<file path="src/rtl/gate_sweep_ctrl.sv">
// Exhaustive truth-table sequencer: steps a gate through every input vector, waits a settle
// time per vector, and compares the gate output against an expected table latched at start.
module gate_sweep_ctrl #(
    parameter int unsigned N_IN   = 2,
    parameter int unsigned SETTLE = 1
) (
    input  logic                   clk,
    input  logic                   rst,
    input  logic                   start,
    input  logic [(1<<N_IN)-1:0]   expect_vec,
    output logic [N_IN-1:0]        dut_a,
    input  logic                   dut_y,
    output logic                   busy,
    output logic                   done,
    output logic                   pass,
    output logic [N_IN:0]          err_count,
    output logic [N_IN-1:0]        first_fail,
    output logic                   first_fail_vld
);

    localparam int unsigned NumVec = 1 << N_IN;
    localparam int unsigned CntW   = (SETTLE > 1) ? $clog2(SETTLE) : 1;

    typedef enum logic [1:0] {StIdle, StWait, StCheck, StFin} state_e;

    state_e                 state_q, state_d;
    logic [N_IN-1:0]        vec_q, vec_d;
    logic [CntW-1:0]        cnt_q, cnt_d;
    logic [NumVec-1:0]      exp_q, exp_d;
    logic [N_IN:0]          err_q, err_d;
    logic [N_IN-1:0]        ff_q, ff_d;
    logic                   ffv_q, ffv_d;
    logic                   pass_q, pass_d;
    logic                   busy_q, busy_d;
    logic                   done_q, done_d;
    logic                   mismatch;

    always_comb begin
        state_d  = state_q;
        vec_d    = vec_q;
        cnt_d    = cnt_q;
        exp_d    = exp_q;
        err_d    = err_q;
        ff_d     = ff_q;
        ffv_d    = ffv_q;
        pass_d   = pass_q;
        mismatch = 1'b0;
        unique case (state_q)
            StIdle: begin
                if (start) begin
                    state_d = StWait;
                    vec_d   = '0;
                    cnt_d   = '0;
                    exp_d   = expect_vec;
                    err_d   = '0;
                    ff_d    = '0;
                    ffv_d   = 1'b0;
                    pass_d  = 1'b0;
                end
            end
            StWait: begin
                cnt_d = cnt_q + 1'b1;
                if (cnt_q == CntW'(SETTLE - 1)) begin
                    state_d = StCheck;
                end
            end
            StCheck: begin
                // Case inequality so an X or Z on the gate output is flagged as a failure.
                mismatch = (dut_y !== exp_q[vec_q]);
                if (mismatch) begin
                    err_d = err_q + 1'b1;
                    if (!ffv_q) begin
                        ff_d  = vec_q;
                        ffv_d = 1'b1;
                    end
                end
                if (vec_q == N_IN'(NumVec - 1)) begin
                    state_d = StFin;
                    vec_d   = '0;
                    pass_d  = (err_d == '0);
                end else begin
                    state_d = StWait;
                    vec_d   = vec_q + 1'b1;
                    cnt_d   = '0;
                end
            end
            StFin: begin
                state_d = StIdle;
            end
            default: begin
                state_d = StIdle;
            end
        endcase
        busy_d = (state_d == StWait) || (state_d == StCheck);
        done_d = (state_d == StFin);
    end

    always_ff @(posedge clk or posedge rst) begin
        if (rst) begin
            state_q <= StIdle;
            vec_q   <= '0;
            cnt_q   <= '0;
            exp_q   <= '0;
            err_q   <= '0;
            ff_q    <= '0;
            ffv_q   <= 1'b0;
            pass_q  <= 1'b0;
            busy_q  <= 1'b0;
            done_q  <= 1'b0;
        end else begin
            state_q <= state_d;
            vec_q   <= vec_d;
            cnt_q   <= cnt_d;
            exp_q   <= exp_d;
            err_q   <= err_d;
            ff_q    <= ff_d;
            ffv_q   <= ffv_d;
            pass_q  <= pass_d;
            busy_q  <= busy_d;
            done_q  <= done_d;
        end
    end

    assign dut_a          = vec_q;
    assign busy           = busy_q;
    assign done           = done_q;
    assign pass           = pass_q;
    assign err_count      = err_q;
    assign first_fail     = ff_q;
    assign first_fail_vld = ffv_q;

endmodule
</file>
<file path="config.mk">
export PLATFORM = sky130hd
export DESIGN_NAME = gate_sweep_ctrl
export DESIGN_NICKNAME = d
export VERILOG_FILES = /design/src/rtl/gate_sweep_ctrl.sv
export SDC_FILE = /design/constraint.sdc
export NUM_CORES = 1
export LEC_CHECK = 0
export ABC_AREA = 1
export CORE_MARGIN = 2
export CORE_UTILIZATION = 49
export DETAILED_ROUTE_END_ITERATION = 8
export GPL_TIMING_DRIVEN = 0
export PLACE_DENSITY = 0.87
export REMOVE_ABC_BUFFERS = 1
export SLEW_MARGIN = 15
export SYNTH_ARGS = -nofsm -noshare
export SYNTH_HDL_FRONTEND = slang
export SYNTH_SLANG_ARGS = --single-unit
</file>
<file path="constraint.sdc">
create_clock -name clk -period 1.4 [get_ports clk]
set_input_delay 0.21 -clock clk [delete_from_list [all_inputs] [get_ports clk]]
set_output_delay 0.21 -clock clk [all_outputs]
set_load 0.005 [all_outputs]
</file>
==> results of run 1 <==
==> registers in the layout, indices dropped and copies added, names as in the netlist <==
name and count:
busy 1, cnt_q 1, done 1, dut_a 2
err_count 3, exp_q 4, first_fail 2, first_fail_vld 1
pass 1, state_q 2
==> cell type report <==
| type | instances | share of cell area (%) |
|---|---|---|
| Clock buffer | 4 | 2.71 |
| Inverter | 15 | 4.40 |
| Multi-Input combinational cell | 67 | 35.4 |
| Sequential cell | 18 | 33.9 |
| Tap cell | 25 | 2.34 |
| Timing Repair Buffer | 30 | 21.3 |
==> stage by stage <==
stage               util, %  setup slack [ns]
finish                 77.5          -0.00208
global placement       64.8           -0.0492
floorplan                 -             0.167
CTS                    69.5           0.00781
detailed placement     64.8           -0.0682
global route           77.5            -0.133
==> critical path: cells and delay by family, from the launching register on <==
family / cells / cell delay, ns
buf+inv: 1 / 0.14
simple gates: 9 / 0.74
flops: 1 / 0.46
==> where the power goes <==
| group | internal [mW] | switching (mW) | total [mW] |
|---|---|---|---|
| Clock | 0.159 | 0.173 | 0.332 |
| Sequential | 0.728 | 0.158 | 0.886 |
| Combinational | 0.692 | 0.844 | 1.54 |
| Total | 1.58 | 1.18 | 2.75 |
==> cell families (layout without fill, tap and decap cells) <==
group,Yosys count,count (layout),synth area share (%)
compound gates,10,10,6.76
xor+xnor,1,1,0.966
fa+ha+maj,3,3,4.14
buf+inv,15,49,6.21
flops,18,18,49.7
simple gates,53,53,32.3
==> layer usage <==
metal	share of wire (%)	global-route usage, %	vias to the layer above
met3	5.1	3.85	9
met2	53	34.8	33
li1	-	-	393
met4	3.6	8.33	0
met5	0	0	-
met1	38	23.3	403
==> cell usage after synthesis, drive strengths merged <==
library cell and instances:
o22ai 3, inv 15, a21oi 1, xor2 1, nand3b 1, nand4 1, o21ai 6, dfrtp 18
nand2 32, nand3 13, nor2 6, ha 3
==> worst paths after layout <==
path | depth (start not counted) | slack (ns) | to | from
max | 10 | -0.002 | pass | dut_a[0]
min | 2 | 0.30 | exp_q[0] | rst
max reg2reg | 10 | -0.002 | pass | dut_a[0]
min reg2reg | 2 | 0.53 | exp_q[2] | exp_q[2]
max in group asynchronous | 2 | 0.61 | dut_a[1] | rst
min in group clk | 3 | 0.44 | exp_q[1] | expect_vec[1]
==> timing repair <==
item / 4_1_cts / 5_1_grt
pin swaps: 0 / 9
gates cloned: 0 / 0
gates resized for setup: 2 / 25
hold endpoints to repair: 0 / 0
endpoints found under the setup margin: 5 / 14
setup buffers: 6 / 6
==> impl_metrics.tcl, run 1 <==
set metrics [dict create \
    setup_violations 1 \
    vias 838 \
    max_stage_delay_ns 0.46 \
    io_pins 19 \
    regArea_um2 453 \
    tightest_slew_ns 0.696 \
    finalSetupTns_ns -0.00208 \
    core_um2 1730 \
    hpwl_mm 1.35 \
    cts_tree "yes" \
    port_buffers 18 \
    routed_wire_length_per_instance_um 14.2 \
    die_w_um 47.0 \
    final_cells 159 \
    grt_pass1_vias 718 \
    violations "setup timing" \
    cts-root-buf "clkbuf_4" \
    detail-route-antenna-nets 0 \
    synth_top_area_cell "dfrtp_1" \
    synthTopCellsByArea "dfrtp_1 (50%), nand2_1 (10%), inv_1 (5.0%)" \
    gp_congestion 0.739 \
    p_leak_nw 0.739 \
    die_h_um 47.0 \
    cts_buffer_depth 2 \
    drive_gt1_share_pct 35.1 \
    timing.final.ws_setup_ns -0.00208 \
    syn_to_final_growth_pct 47.4 \
    fmaxAchievable_mhz 713 \
    grt_max_degree 19 \
    path_cells "buf_6 > nand2_2 > nand3_4 > nand2_4 > nand2_4 > nand3_2 > nand2_2 > nor2_2 > nand3_1 > nand2_1" \
    dp_cells 143 \
    grt_usage_pct 19.7 \
    layout_min_cycle_time_ns 1.40 \
    status "finished with violations" \
    power.density_nw_per_um2 2060 \
    ys_types 21 \
    worst_ir_drop_vdd_mv 1.43 \
    fin_area_um2 1340 \
    fin_nets 146 \
    critical_path_required_ns 1.65 \
    ys_seq_area_share_pct 49.7 \
    synth_top_area_share_pct 49.7 \
    cts_sinks 18 \
    critPathCaptureType "flop" \
    start_util_pct 52.5 \
    grt_pass1_wl_mm 2.97 \
    slowest_stage "dfrtp_2" \
    synth_cells 100 \
    hold_buffers 0 \
    drc 0 \
    most-common-layout-cells "nand2_1 (19), dfrtp_1 (16), inv_1 (12), clkdlybuf4s50_1 (12), buf_4 (11)" \
    htree_num_levels 1 \
    die_area_um2 2210 \
    syn_avg_cell_area_um2 9.07 \
    drv_slew 0 \
    num_rows 15 \
    maxCapViolations 0 \
    finalHoldViolCount 0 \
    insertion_delay_ns 0.30 \
    path_class "reg2reg" \
    crit_fanout 4 \
    skew_ns 0.00541 \
    holdWs_ns 0.297 \
    yosys_warnings 0 \
    multi_input_area_um2 473 \
    crit_arrival_ns 1.65 \
    grt_antenna_before_repair 0 \
    ys_seq_elements 18 \
    start_kind "flop" \
    grt-ovfl-total 0 \
    drt_iter0_markers 12 \
    dr.pass1.iters 4 \
    total_power_mw 2.75 \
    fin_crit_sh_pct 100 \
    numCtsBuffers 3 \
    netlist_area_um2 907 \
    min_path_type "in2async" \
    diodes 0 \
    cts.clk_slew.worst_paths_ns 0.11 \
    fill_cells 124 \
    final_common_cell "nand2_1" \
    rsz0062_at_grt "yes" \
    totalWireLength_mm 2.26 \
    routed_via_density 5.27 \
    slew_headroom_pct 53.5 \
    postPlaceCellArea_um2 1120 \
]
(Power assumes the default switching activity.)
==> run 2: changes to the inputs <==
CORE_UTILIZATION = 59   (was 49)
DONT_BUFFER_PORTS = 1   (was not set)
PLACE_DENSITY = 0.85   (was 0.87)
==> impl_metrics.tcl, run 2 (synthesized netlist as in run 1, its figures left out) <==
set metrics [dict create \
    setup_violations 0 \
    core_um2 1470 \
    worst_ir_drop_vdd_mv 1.16 \
    power_frac_clock_pct 14.0 \
    critPathCaptureType "flop" \
    regArea_um2 452 \
    crit_start "dut_a[0]" \
    drive_gt1_share_pct 24.3 \
    die_h_um 43.2 \
    rsz0062_at_grt "yes" \
    combinationalPowerShare_pct 44.9 \
    status "finished clean" \
    grt-ovfl-total 0 \
    skew_ns 0.000981 \
    rrSetupSlack_ns 0.06 \
    fmaxAchievable_mhz 746 \
    routed_via_density 5.41 \
    cts_sinks 18 \
    regToRegStartpoint "dut_a[0]" \
    syn_to_final_growth_pct 10.5 \
    numCtsBuffers 3 \
    switching_share_pct 43.2 \
    rr_worst_depth 10 \
    drv_slew 0 \
    utilization_pct 68.1 \
    vias 666 \
    crit_fanout 6 \
    largest_register_ffs 4 \
    dr.pass1.iters 4 \
    num_rows 14 \
    slew_headroom_pct 57.2 \
    totalWireLength_mm 1.65 \
    grt_max_degree 19 \
    grt_usage_pct 20.2 \
    multi_input_area_um2 410 \
    path_class "reg2reg" \
    reg2reg_to "first_fail[0]" \
    fill_cells 118 \
    p_int_mw 1.27 \
    gp_congestion 0.766 \
    insertion_delay_ns 0.29 \
    p_leak_nw 0.521 \
    tightest_slew_ns 0.641 \
    regMostFlops "exp_q" \
    min_path_type "in2reg" \
    io_pins 19 \
    cts.clk_slew.worst_paths_ns 0.10 \
    endpoint "first_fail[0]" \
    grt_antenna_before_repair 0 \
    grt_pass1_vias 659 \
    finalHoldViolCount 0 \
    maxCapViolations 0 \
    cts_buffer_depth 2 \
    drt_iter0_markers 8 \
    dp_cells 116 \
    htree_num_levels 1 \
    final_cells 123 \
    fin_crit_sh_pct 95.7 \
    pwr-share-seq_pct 41.2 \
    most-common-layout-cells "nand2_1 (25), dfrtp_1 (17), inv_1 (12), nand3_1 (8), nand2_2 (5)" \
    grt_pass1_wl_mm 2.75 \
    power.density_nw_per_um2 2220 \
    critical_path_required_ns 1.59 \
    crit_arrival_ns 1.53 \
    detail-route-antenna-nets 0 \
    drc 0 \
    fin_nets 119 \
    diodes 0 \
    layout_min_cycle_time_ns 1.34 \
    start_kind "flop" \
    routed_wire_length_per_instance_um 13.4 \
    start_util_pct 61.6 \
    p_sw_mw 0.963 \
    hpwl_mm 1.27 \
    port_buffers 0 \
    die_w_um 43.2 \
    cts_tree "yes" \
    whs_path_depth 2 \
    finalSetupTns_ns 0 \
    cts-root-buf "clkbuf_4" \
    die_area_um2 1870 \
    final_common_cell "nand2_1" \
]
==> run 2: per-stage QoR <==
stage	cell area [um2]	hold slack [ns]	power [mW]	setup slack [ns]
floorplan	907	0.149	1.63	0.167
global placement	927	0.220	1.76	0.0646
detailed placement	927	0.222	1.83	0.0293
CTS	973	0.0176	2.15	0.00988
global route	1000	0.0200	2.41	-0.0412
finish	1000	0.0211	2.23	0.0595
==> run 2: critical path: stages (launching register included) <==
cell     delay, ns
dfrtp_2       0.47
inv_4         0.10
nand2_2       0.07
nand3_4       0.08
nand2_2       0.08
nand2_4       0.09
nand2_8       0.07
inv_2         0.06
nand3_2       0.08
nand3_1       0.08
o21ai_1       0.07
==> run 2: power by group through the flow <==
stage,Combinational (mW),Sequential [mW],Clock (mW)
floorplan,0.771,0.862,0
detailed placement,0.927,0.901,0
global placement,0.869,0.891,0
CTS,0.936,0.891,0.319
finish,1.00,0.918,0.312
global route,1.13,0.943,0.332
==> run 2: cell type report <==
type | count | area share, %
multi-input cells | 67 | 40.9
clock buffers | 4 | 3.62
well taps | 16 | 2.00
repair buffers | 3 | 2.50
inverters | 15 | 5.87
flip-flops and latches | 18 | 45.1
==> run 2: per-layer routing <==
layer  routed length [um]  vias up  track usage (%)
met2                  847       15             33.7
li1                     -      334                -
met3                   66        4             3.40
met5                    0        -                0
met4                   27        0             10.9
met1                  704      313             24.7
==> run 2: worst min-delay path by stage <==
stage                         endpoint          start  slack [ns]
after floorplan                   busy            rst        0.15
after global placement            pass            rst        0.22
after detailed placement  err_count[2]            rst        0.22
after CTS                     exp_q[0]  expect_vec[0]        0.02
after global routing          exp_q[0]  expect_vec[0]        0.02
final                         exp_q[0]  expect_vec[0]        0.02
==> run 2: repair_timing <==
item / CTS / global route
gates resized for setup: 0 / 4
hold endpoints to repair: 18 / 0
setup buffers: 0 / 2
hold buffers: 1 / 0
setup endpoints to repair: 0 / 7
==> run 3: changes to the inputs <==
CORE_MARGIN = not set   (was 2)
==> impl_metrics.tcl, run 3 (synthesized netlist as in run 1, its figures left out) <==
set metrics [dict create \
    dr.pass1.iters 4 \
    cts_buffer_depth 2 \
    met3_length_um 81 \
    cts.clk_slew.worst_paths_ns 0.09 \
    syn_to_final_growth_pct 13.9 \
    cts-root-buf "clkbuf_4" \
    die_area_um2 1700 \
    core_um2 1370 \
    crit_arrival_ns 1.53 \
    timing.final.ws_setup_ns 0.0625 \
    cts_sinks 18 \
    skew_ns 0.00365 \
    drc 0 \
    num_rows 13 \
    routed_via_density 5.66 \
    vias 685 \
    hpwl_mm 1.21 \
    critical_path_required_ns 1.59 \
    start_kind "flop" \
    finalHoldViolCount 0 \
    grt-ovfl-total 0 \
    fin_crit_sh_pct 95.5 \
    port_buffers 0 \
    dp_slack_ns 0.0201 \
    diodes 0 \
    total_power_mw 2.26 \
    crit_fanout 6 \
    worst_ir_drop_vdd_mv 1.36 \
    dp_cells 115 \
    drive_gt1_share_pct 25.5 \
    drv_slew 0 \
    detail-route-antenna-nets 0 \
    grt_max_degree 19 \
    gp_congestion 0.809 \
    rsz0062_at_grt "yes" \
    layout_min_cycle_time_ns 1.34 \
    start_util_pct 66.4 \
    power.density_nw_per_um2 2190 \
    grt_pass1_wl_mm 2.31 \
    numCtsBuffers 3 \
    p_leak_nw 0.527 \
    htree_num_levels 1 \
    wl_met2_um 864 \
    setup_violations 0 \
    maxCapViolations 0 \
    routedLengthMet1_um 700 \
    grt_usage_pct 21.3 \
    io_pins 19 \
    grt_pass1_vias 600 \
    fill_cells 95 \
    status "finished clean" \
    path_class "reg2reg" \
    largest_register_ffs 4 \
    final_cells 121 \
    cts_tree "yes" \
    routed_wire_length_per_instance_um 13.9 \
    slew_headroom_pct 55.6 \
    finalSetupTns_ns 0 \
    grt_antenna_before_repair 0 \
    tightest_slew_ns 0.665 \
    most-common-layout-cells "nand2_1 (25), dfrtp_1 (16), inv_1 (12), nand3_1 (6), nor2_1 (5)" \
    critPathCaptureType "flop" \
    totalWireLength_mm 1.68 \
    drt_iter0_markers 8 \
    fmaxAchievable_mhz 748 \
    min_path_type "in2reg" \
    die_w_um 41.2 \
    final_common_cell "nand2_1" \
    die_h_um 41.2 \
    fin_nets 119 \
    insertion_delay_ns 0.29 \
    regMostFlops "exp_q" \
    top_layer "met4" \
]
[run 3: cell count changes in the layout (fill, tap and decap cells not counted), sizes merged]
cell and delta:
clkbuf -1
[run 3: power breakdown]
group          internal (mW)  leakage (nW)  switching, mW
combinational          0.412         0.283          0.677
sequential             0.729         0.230          0.196
clock                  0.100        0.0138          0.148
[run 3: repair_timing]
action / CTS / global route
hold buffers: 1 / 0
setup endpoints to repair: 0 / 6
buffers inserted: 0 / 2
hold endpoints to repair: 18 / 0
gates resized for setup: 0 / 13
[run 3: area by class of cell]
type	count	area, um2	share of cell area (%)
Sequential cell	18	453	43.8
Multi-Input combinational cell	67	453	43.8
Inverter	15	61.3	5.93
Timing Repair Buffer	3	25.0	2.42
Clock buffer	3	22.5	2.18
Tap cell	15	18.8	1.82
[run 3: through the flow]
stage / hold slack (ns) / instance area [um2] / utilization (%)
after floorplan: 0.149 / 907 / -
after detailed placement: 0.227 / 926 / 67.8
final: 0.0220 / 1030 / 75.6
after global placement: 0.226 / 926 / 67.8
after global routing: 0.0305 / 1030 / 75.6
after CTS: 0.0279 / 958 / 70.1
[run 3: final timing paths]
path / slack, ns / from / to / cells after the start
setup / recovery: 0.06 / dut_a[0] / first_fail[1] / 10
hold / removal: 0.02 / expect_vec[2] / exp_q[2] / 2
setup reg to reg: 0.06 / dut_a[0] / first_fail[1] / 10
hold reg to reg: 0.51 / exp_q[1] / exp_q[1] / 2
max in group asynchronous: 0.49 / rst / dut_a[0] / 2
min in group asynchronous: 0.45 / rst / first_fail_vld / 2
[run 3: metal layers]
| metal | global-route usage [%] | vias up |
|---|---|---|
| li1 | - | 338 |
| met1 | 24.9 | 327 |
| met2 | 36.3 | 15 |
| met3 | 3.80 | 5 |
| met4 | 12.1 | 0 |
| met5 | 0 | - |
[run 3: critical path: stages, from the launching register on]
cell	delay [ns]
dfrtp_2	0.47
inv_4	0.11
nand2_4	0.06
nand3_4	0.09
nand2_4	0.07
nand2_4	0.10
nand2_8	0.07
inv_4	0.06
nand3_4	0.07
nand3_2	0.07
nand2_1	0.06
